`config.mk`:
```
export PLATFORM = sky130hd
export DESIGN_NAME = image_ram_writer
export DESIGN_NICKNAME = d
export VERILOG_FILES = /design/src/rtl/image_ram_writer.sv
export SDC_FILE = /design/constraint.sdc
export NUM_CORES = 1
export LEC_CHECK = 0
export CAP_MARGIN = 20
export CORE_ASPECT_RATIO = 1.25
export CORE_MARGIN = 2
export CORE_UTILIZATION = 35
export CTS_BUF_LIST = sky130_fd_sc_hd__clkbuf_16
export DETAILED_ROUTE_END_ITERATION = 8
export GPL_TIMING_DRIVEN = 0
export HOLD_SLACK_MARGIN = 0.03
export SLEW_MARGIN = 20
export SYNTH_ARGS = -nofsm -noshare
export SYNTH_HDL_FRONTEND = slang
export SYNTH_SLANG_ARGS = --single-unit
export TNS_END_PERCENT = 50
```
`constraint.sdc`:
```
create_clock -name clk -period 6 [get_ports clk]
set_input_delay 1.2 -clock clk [delete_from_list [all_inputs] [get_ports clk]]
set_output_delay 1.2 -clock clk [all_outputs]
set_load 0.01 [all_outputs]
```
`src/rtl/image_ram_writer.sv`:
```
`default_nettype none
// ============================================================================
// Module   : image_ram_writer
// Summary  : Loads a width/height header and a grayscale pixel stream into the
//            frame RAM port A, four pixels per word with byte enables.
// Revision : 1.0 - initial release
// ============================================================================
module image_ram_writer #(
  parameter int                ADDR_W       = 17,
  parameter logic [ADDR_W-1:0] BASE_ADDRESS = 17'h4,
  parameter logic [31:0]       MAX_PIXELS   = 32'd100000
) (
  input  logic              clk,
  input  logic              rst,
  input  logic              start,
  input  logic [7:0]        s_data,
  input  logic              s_valid,
  output logic              s_ready,
  output logic [ADDR_W-1:0] address_a,
  output logic [31:0]       data_a,
  output logic [3:0]        byteena_a,
  output logic              wren_a,
  output logic              busy,
  output logic              done,
  output logic              error
);

  typedef enum logic [2:0] {
    ST_IDLE  = 3'd0,
    ST_HDR   = 3'd1,
    ST_WR_W  = 3'd2,
    ST_WR_H  = 3'd3,
    ST_PIX   = 3'd4,
    ST_FIN   = 3'd5,
    ST_DONE  = 3'd6,
    ST_ERROR = 3'd7
  } state_t;

  state_t            r_state, w_state_nxt;
  logic              r_ready, w_ready_nxt;
  logic [ADDR_W-1:0] r_addr, w_addr_nxt;
  logic [31:0]       r_data, w_data_nxt;
  logic [3:0]        r_be, w_be_nxt;
  logic              r_wren, w_wren_nxt;
  logic              r_busy, w_busy_nxt;
  logic              r_done, w_done_nxt;
  logic              r_error, w_error_nxt;
  logic [1:0]        r_hdr_cnt, w_hdr_cnt_nxt;
  logic [15:0]       r_width, w_width_nxt;
  logic [15:0]       r_height, w_height_nxt;
  logic [31:0]       r_npix, w_npix_nxt;
  logic [31:0]       r_idx, w_idx_nxt;
  logic [31:0]       r_acc, w_acc_nxt;
  logic [3:0]        r_mask, w_mask_nxt;
  logic              w_take;
  logic              w_last;

  assign w_take = s_valid & r_ready;
  assign w_last = (r_idx == (r_npix - 32'd1));

  always_comb begin
    w_state_nxt   = r_state;
    w_ready_nxt   = 1'b0;
    w_addr_nxt    = r_addr;
    w_data_nxt    = r_data;
    w_be_nxt      = r_be;
    w_wren_nxt    = 1'b0;
    w_busy_nxt    = r_busy;
    w_done_nxt    = 1'b0;
    w_error_nxt   = r_error;
    w_hdr_cnt_nxt = r_hdr_cnt;
    w_width_nxt   = r_width;
    w_height_nxt  = r_height;
    w_npix_nxt    = r_npix;
    w_idx_nxt     = r_idx;
    w_acc_nxt     = r_acc;
    w_mask_nxt    = r_mask;

    case (r_state)
      ST_IDLE, ST_DONE, ST_ERROR: begin
        if (start) begin
          w_state_nxt   = ST_HDR;
          w_ready_nxt   = 1'b1;
          w_busy_nxt    = 1'b1;
          w_error_nxt   = 1'b0;
          w_hdr_cnt_nxt = 2'd0;
          w_idx_nxt     = 32'd0;
          w_mask_nxt    = 4'b0000;
        end
      end
      ST_HDR: begin
        w_ready_nxt = 1'b1;
        if (w_take) begin
          w_hdr_cnt_nxt = r_hdr_cnt + 2'd1;
          case (r_hdr_cnt)
            2'd0: w_width_nxt[7:0]   = s_data;
            2'd1: w_width_nxt[15:8]  = s_data;
            2'd2: w_height_nxt[7:0]  = s_data;
            default: begin
              // Width is complete here, so its header word goes out next cycle.
              w_height_nxt[15:8] = s_data;
              w_state_nxt        = ST_WR_W;
              w_ready_nxt        = 1'b0;
              w_wren_nxt         = 1'b1;
              w_addr_nxt         = '0;
              w_data_nxt         = {16'h0, r_width};
              w_be_nxt           = 4'b1111;
            end
          endcase
        end
      end
      ST_WR_W: begin
        w_state_nxt = ST_WR_H;
        w_wren_nxt  = 1'b1;
        w_addr_nxt  = ADDR_W'(1);
        w_data_nxt  = {16'h0, r_height};
        w_be_nxt    = 4'b1111;
        w_npix_nxt  = {16'h0, r_width} * {16'h0, r_height};
      end
      ST_WR_H: begin
        if (r_npix > MAX_PIXELS) begin
          w_state_nxt = ST_ERROR;
          w_error_nxt = 1'b1;
          w_busy_nxt  = 1'b0;
        end else if (r_npix == 32'd0) begin
          w_state_nxt = ST_FIN;
        end else begin
          w_state_nxt = ST_PIX;
          w_ready_nxt = 1'b1;
        end
      end
      ST_PIX: begin
        w_ready_nxt = 1'b1;
        if (w_take) begin
          w_acc_nxt[{r_idx[1:0], 3'b000} +: 8] = s_data;
          w_mask_nxt = r_mask | (4'b0001 << r_idx[1:0]);
          w_idx_nxt  = r_idx + 32'd1;
          if ((r_idx[1:0] == 2'd3) || w_last) begin
            w_wren_nxt = 1'b1;
            w_addr_nxt = BASE_ADDRESS + ADDR_W'(r_idx >> 2);
            w_data_nxt = w_acc_nxt;
            w_be_nxt   = w_mask_nxt;
            w_mask_nxt = 4'b0000;
          end
          if (w_last) begin
            w_state_nxt = ST_FIN;
            w_ready_nxt = 1'b0;
          end
        end
      end
      ST_FIN: begin
        w_state_nxt = ST_DONE;
        w_done_nxt  = 1'b1;
        w_busy_nxt  = 1'b0;
      end
      default: w_state_nxt = ST_IDLE;
    endcase
  end

  always_ff @(posedge clk or posedge rst) begin
    if (rst) begin
      r_state   <= ST_IDLE;
      r_ready   <= 1'b0;
      r_addr    <= '0;
      r_data    <= 32'd0;
      r_be      <= 4'b0000;
      r_wren    <= 1'b0;
      r_busy    <= 1'b0;
      r_done    <= 1'b0;
      r_error   <= 1'b0;
      r_hdr_cnt <= 2'd0;
      r_width   <= 16'd0;
      r_height  <= 16'd0;
      r_npix    <= 32'd0;
      r_idx     <= 32'd0;
      r_acc     <= 32'd0;
      r_mask    <= 4'b0000;
    end else begin
      r_state   <= w_state_nxt;
      r_ready   <= w_ready_nxt;
      r_addr    <= w_addr_nxt;
      r_data    <= w_data_nxt;
      r_be      <= w_be_nxt;
      r_wren    <= w_wren_nxt;
      r_busy    <= w_busy_nxt;
      r_done    <= w_done_nxt;
      r_error   <= w_error_nxt;
      r_hdr_cnt <= w_hdr_cnt_nxt;
      r_width   <= w_width_nxt;
      r_height  <= w_height_nxt;
      r_npix    <= w_npix_nxt;
      r_idx     <= w_idx_nxt;
      r_acc     <= w_acc_nxt;
      r_mask    <= w_mask_nxt;
    end
  end

  assign s_ready   = r_ready;
  assign address_a = r_addr;
  assign data_a    = r_data;
  assign byteena_a = r_be;
  assign wren_a    = r_wren;
  assign busy      = r_busy;
  assign done      = r_done;
  assign error     = r_error;

endmodule
`default_nettype wire

```
# After elaboration in Yosys (flattened, before gate mapping)
# Index checks and enable logic that the tools add are counted.
totals:
  ff_bits: 195
  in_bits: 12
  out_inout_bits: 58
  wordCells: 125
classes:
  add_sub_neg: 5
  n_mul: 1
  order_cmp: 1
  n_eq_ne: 18
  shifts: 3
  n_mux: 54
  n_bitwise: 3
  n_reduce_logical: 22
op_table:
  columns: ["cell", "count"]
  rows:
  - ["two-way mux 32 bit", 6]
  - ["one-hot mux 32 bit (3 select lines)", 1]
  - ["two-way mux 17 bit", 4]
  - ["one-hot mux 32 bit (2 select lines)", 1]
  - ["one-hot mux 17 bit (3 select lines)", 1]
  - ["adder 32 x 1 -> 32 bit (second input constant)", 1]
  - ["bitwise mux 32 bit", 1]
  - ["equality test 32 bit", 1]
  - ["> comparator 32 x 17 -> 1 bit (second input constant)", 1]
  - ["zero test 32 bit", 1]
  - ["multiplier 16 x 16 -> 32 bit", 1]
  - ["variable shift 8 x 7 -> 32 bit (first input constant)", 1]
  - ["indexed part select 8 x 7 -> 32 bit", 1]
  - ["subtractor 32 x 1 -> 32 bit (second input constant)", 1]
  - ["two-way mux 4 bit", 7]
  - ["AND reduction 3 bit", 8]
  - ["one-hot mux 3 bit (6 select lines)", 1]
  - ["adder 3 x 17 -> 17 bit (first input constant)", 1]
  - ["two-way mux 1 bit", 17]
  - ["two-way mux 3 bit", 5]
  - ["inequality test 2 bit (second input constant)", 7]
  - ["equality test 3 bit (second input constant)", 4]
  - ["one-hot mux 4 bit (3 select lines)", 1]
  - ["AND reduction 5 bit", 2]
  - ["other kinds (23)", 32]

# Longest topological paths before layout
logic_depth:
  word_depth: 6
  ltp_mapped: 25
  ltp_nobuf: 23

# Worst setup path before layout
# No wires, ideal clock.
synth_path:
  path_type: "reg2reg"
  start: "reg r_height[8]"
  end: "reg r_npix[30]"
  setup_time_ns: 0.069
  arrival_time_ns: 6.243
  required_ns: 5.931
  setup_slack_ns: -0.312
  stages_incl_launch_ff: 23
  n_path_buf: 3
  period_less_slack_ns: 6.312
  cell_sequence: "dfrtp_1 -> clkbuf_1 -> clkbuf_1 -> nand2_1 -> fa_1 -> inv_1 -> fa_1 -> fa_1 -> fa_1 -> fa_1 -> inv_1 -> fa_1 -> inv_1 -> ha_1 -> clkbuf_1 -> o21ai_0 -> a21oi_1 -> nand3_1 -> o31a_1 -> a31oi_1 -> a31oi_1 -> or4_1 -> nand3_1"
synth_between:
  elab_chain_len: 1
synth_lines:
  columns: ["item", "line", "source"]
  rows:
  - ["from (decl)", "50", "logic [15:0] r_height, w_height_nxt;"]
  - ["from (signal assigned)", "190", "r_height <= w_height_nxt;"]
  - ["multiplier 16 x 16 -> 32 bit", "118", "w_npix_nxt = {16'h0, r_width} * {16'h0, r_height};"]
  - ["to (signal assigned)", "191", "r_npix <= w_npix_nxt;"]
  - ["to (decl)", "51", "logic [31:0] r_npix, w_npix_nxt;"]
# No other way between the ends.
# A chain may end at the register's enable or synchronous reset.

# Worst setup path after layout
layout_path:
  start: "reg r_height[4]"
  end: "reg r_npix[30]"
# The elaborated chain is that of the path after synthesis.

==> qor.csv <==
metric;value;unit
sw frac;46.4;%
clock sink count;195;
Yosys warnings;0;
cell count after synthesis;1964;
grt ovf;0;
Area Overhead vs Synth;19.9;%
pin count of the biggest net entering global routing;37;
average cell area after synthesis;9.46;sq um
type of element capturing the critical path;flip-flop;
share of the yosys chip area belonging to registers;26.3;%
drt first-iter violations;810;
placed wire-length estimate after detailed placement;40200;um
die outline width;210;um
WHS;0.497;ns
number of routed nets with antenna violations;0;
setup_tns;0;ns
total clock buffers created by CTS;17;
number of enable-type register cells in the synthesized netlist;0;
commonest cells in the netlist;253 x sky130_fd_sc_hd__inv_1, 231 x sky130_fd_sc_hd__nand2_1, 195 x sky130_fd_sc_hd__dfrtp_1, 194 x sky130_fd_sc_hd__fa_1;
required time of the critical path;6.39;ns
distinct cell type count after synthesis;72;
GRT Util Overall;19.8;%
Hold Fails Final Rpt;0;
maximum vdd ir drop;0.000246;V
fin crit share;98.9;%
number of buffers inserted by port buffering;60;
die boundary height;262;um
RSZ-0062 raised after global routing;true;
DRT Pass-1 Iters;5;
clock period minus final worst setup slack;5.94;ns
post-layout instance area;22300;sq um
clock latency reported for the late side of the worst-skew pair;0.46;ns
worst min-delay path class;reg2reg;
maximum fanout encountered on the critical timing path;5;
run status;completed;
type of the worst setup path;reg2reg;
share of cells above drive strength 1;18.6;%
I/O Pins;70;
final-stage net count;2458;
syn nets;2288;
clock tree from TritonCTS;done;
power density relative to cell area;339;nW/um^2
Routed WL;54000;um
post-placement cell area;20100;sq um
count of placed standard cells including taps;2702;
largest cells by area after synthesis;sky130_fd_sc_hd__dfrtp_1 26%, sky130_fd_sc_hd__fa_1 21%, sky130_fd_sc_hd__ha_1 7.9%;
global-route wire length before repair;84300;um
Vias per Instance;5.21;
achievable clock frequency;168;MHz
portion of synthesized cell area occupied by the leading cell type;26.3;%
final cell count without fillers;2818;
Via Count;14693;
Synth async-reset ratio;100;%
reg2reg setup slack;0.06;ns
relative contribution of the clock network to total power;14.7;%
antenna diode count;0;
Arrival @ worst endpoint;6.33;ns
initial antenna violation count;0;
proportion of power drawn by combinational gates;60.2;%
number of max-cap violations;0;
switching power summed over all nets;3.50;mW
library cell with the highest instance count after synthesis;sky130_fd_sc_hd__inv_1;
Setup-failing EPs final;0;
category of the worst setup path launch point;flip-flop;
Die ar.;54900;sq um
Worst Skew;0.0169;ns
netlist area before placement;18600;sq um
cell taking the most area after synthesis;sky130_fd_sc_hd__dfrtp_1;
headroom to the max-slew limit;37.8;%
wire length per cell;19.2;um
Reg power frac;25.1;%
vias in the first global route;15161;
internal power;4.04;mW
fill count;5060;
drc violations;0;
Top FF cell, synth;sky130_fd_sc_hd__dfrtp_1;
area of the placeable core;52600;sq um
hold-fix buffer count after cts;0;
leakage power summed over all cells;10.4;nW
number of standard-cell rows in the floorplan;94;
buffer type at the clock tree root;sky130_fd_sc_hd__clkbuf_16;
global placement routability congestion;0.912;
Starting Density;35.3;%
CTS clock-pin slew for the worst setup and hold paths;0.08;ns
clock buffer depth;2;
Worst-Margin Slew;0.926;ns
deepest level of the CTS H-tree;4;
Max Slew Vio Count;0;
flops & latches, synth;195;
[metrics by stage]
step / total power [mW] / setup slack [ns] / util (%)
final: 7.54 / 0.0647 / 42.4
after global routing: 8.08 / -0.0955 / 42.4
after CTS: 7.26 / -0.0355 / 41.3
after detailed placement: 5.74 / -1.42 / 38.3
after global placement: 5.66 / -1.41 / 38.1
after floorplan: 4.50 / -0.312 / -
[cells by family after synthesis]
group                    Yosys count  synth area share [%]
adder cells (fa/ha/maj)          313                  28.9
multiplexers                      59                  3.53
flip-flops                       195                  26.3
XOR/XNOR                          99                  4.74
AO/OA/AOI/OAI                    313                  11.8
AND/OR/NAND/NOR                  622                  17.1
buffers and inverters            363                  7.69
[final cells by class]
type / count / area (sq um) / area share [%]
clock buffer: 17 / 425 / 1.91
multi-input combinational: 1406 / 12700 / 57.2
sequential: 195 / 4920 / 22.1
timing repair buffer: 162 / 1500 / 6.74
clock inverter: 14 / 124 / 0.556
tap: 672 / 841 / 3.78
buffer: 99 / 764 / 3.43
inverter: 253 / 953 / 4.28
[cell usage in the layout (no fill, tap or decap), types with 12 or more instances in the layout]
master | netlist | final
sky130_fd_sc_hd__a22oi_1 | 16 | 16
sky130_fd_sc_hd__clkdlybuf4s50_1 | 0 | 60
sky130_fd_sc_hd__a21o_1 | 13 | 13
sky130_fd_sc_hd__a22o_1 | 16 | 16
sky130_fd_sc_hd__nor2_1 | 80 | 79
sky130_fd_sc_hd__buf_8 | 0 | 12
sky130_fd_sc_hd__dfrtp_2 | 0 | 31
sky130_fd_sc_hd__mux2_2 | 40 | 40
sky130_fd_sc_hd__and3_1 | 20 | 19
sky130_fd_sc_hd__a21oi_1 | 96 | 87
sky130_fd_sc_hd__ha_1 | 118 | 105
sky130_fd_sc_hd__nand2_1 | 231 | 225
sky130_fd_sc_hd__o21ai_0 | 78 | 70
sky130_fd_sc_hd__clkbuf_1 | 82 | 40
sky130_fd_sc_hd__nor2b_1 | 40 | 39
sky130_fd_sc_hd__ha_4 | 0 | 13
sky130_fd_sc_hd__nor3_1 | 17 | 15
sky130_fd_sc_hd__nand3_1 | 22 | 20
sky130_fd_sc_hd__buf_1 | 14 | 14
sky130_fd_sc_hd__fa_1 | 194 | 176
sky130_fd_sc_hd__xor2_1 | 51 | 50
sky130_fd_sc_hd__o2bb2ai_2 | 30 | 30
sky130_fd_sc_hd__and2_1 | 118 | 112
sky130_fd_sc_hd__clkbuf_16 | 0 | 21
sky130_fd_sc_hd__nand4_1 | 14 | 14
sky130_fd_sc_hd__xnor2_1 | 47 | 47
sky130_fd_sc_hd__inv_1 | 253 | 229
sky130_fd_sc_hd__inv_2 | 0 | 25
sky130_fd_sc_hd__dfrtp_1 | 195 | 164
sky130_fd_sc_hd__mux2_1 | 12 | 12
sky130_fd_sc_hd__buf_4 | 4 | 87
sky130_fd_sc_hd__fa_2 | 0 | 18
sky130_fd_sc_hd__buf_6 | 6 | 21
[power groups by stage]
stage | sequential, mW | clock, mW | combinational (mW)
2_1_floorplan | 1.81 | 0 | 2.69
3_3_place_gp | 1.88 | 0 | 3.77
3_5_place_dp | 1.89 | 0 | 3.84
4_1_cts | 1.88 | 1.14 | 4.24
5_1_grt | 1.93 | 1.18 | 4.97
6_report | 1.90 | 1.11 | 4.54
[repair_timing]
action,in CTS,in global routing
cloned,0,0
pin swaps,40,86
gates resized for setup,161,112
buffers inserted,64,32
setup endpoints to repair,19,14
[worst paths after layout]
path	start	endpoint	cells after the start
worst max-delay path	r_height[4]	r_npix[30]	21
worst min-delay path	address_a[9]	address_a[9]	1
worst max register to register	r_height[4]	r_npix[30]	21
worst min register to register	address_a[9]	address_a[9]	1
max in group asynchronous	rst	r_width[7]	4
min in group asynchronous	rst	byteena_a[2]	2
[worst max-delay path, stage by stage, from the launching register on]
cell and delay (ns):
sky130_fd_sc_hd__dfrtp_2 0.45, sky130_fd_sc_hd__clkbuf_16 0.17, sky130_fd_sc_hd__and2_4 0.14, sky130_fd_sc_hd__fa_1 0.55
sky130_fd_sc_hd__inv_2 0.06, sky130_fd_sc_hd__fa_2 0.55, sky130_fd_sc_hd__inv_1 0.04, sky130_fd_sc_hd__fa_1 0.50
sky130_fd_sc_hd__fa_2 0.44, sky130_fd_sc_hd__fa_1 0.49, sky130_fd_sc_hd__inv_1 0.06, sky130_fd_sc_hd__fa_1 0.55
sky130_fd_sc_hd__inv_2 0.05, sky130_fd_sc_hd__ha_4 0.27, sky130_fd_sc_hd__o21ai_2 0.08, sky130_fd_sc_hd__a21oi_4 0.19
sky130_fd_sc_hd__nand3_4 0.09, sky130_fd_sc_hd__o31a_1 0.30, sky130_fd_sc_hd__a31oi_4 0.23, sky130_fd_sc_hd__a31oi_4 0.12
sky130_fd_sc_hd__or4_1 0.47, sky130_fd_sc_hd__nand3_1 0.09
[registers in the layout, indices dropped and copies added, names as in the netlist, 2 cells and up]
signal / cells
address_a: 17
r_hdr_cnt: 2
r_idx: 32
data_a: 32
r_state: 3
r_mask: 4
r_npix: 32
byteena_a: 4
r_acc: 32
r_height: 16
r_width: 16
[layer usage]
layer / share of wire [%] / vias up / wire, um / GRT usage (%)
li1: - / 6743 / - / -
met4: 6.2 / 0 / 3340 / 11.7
met3: 4.2 / 138 / 2300 / 2.47
met5: 0 / - / 0 / 0
met2: 50 / 409 / 27000 / 34.4
met1: 40 / 7403 / 21400 / 23.7
(Power assumes the default switching activity.)
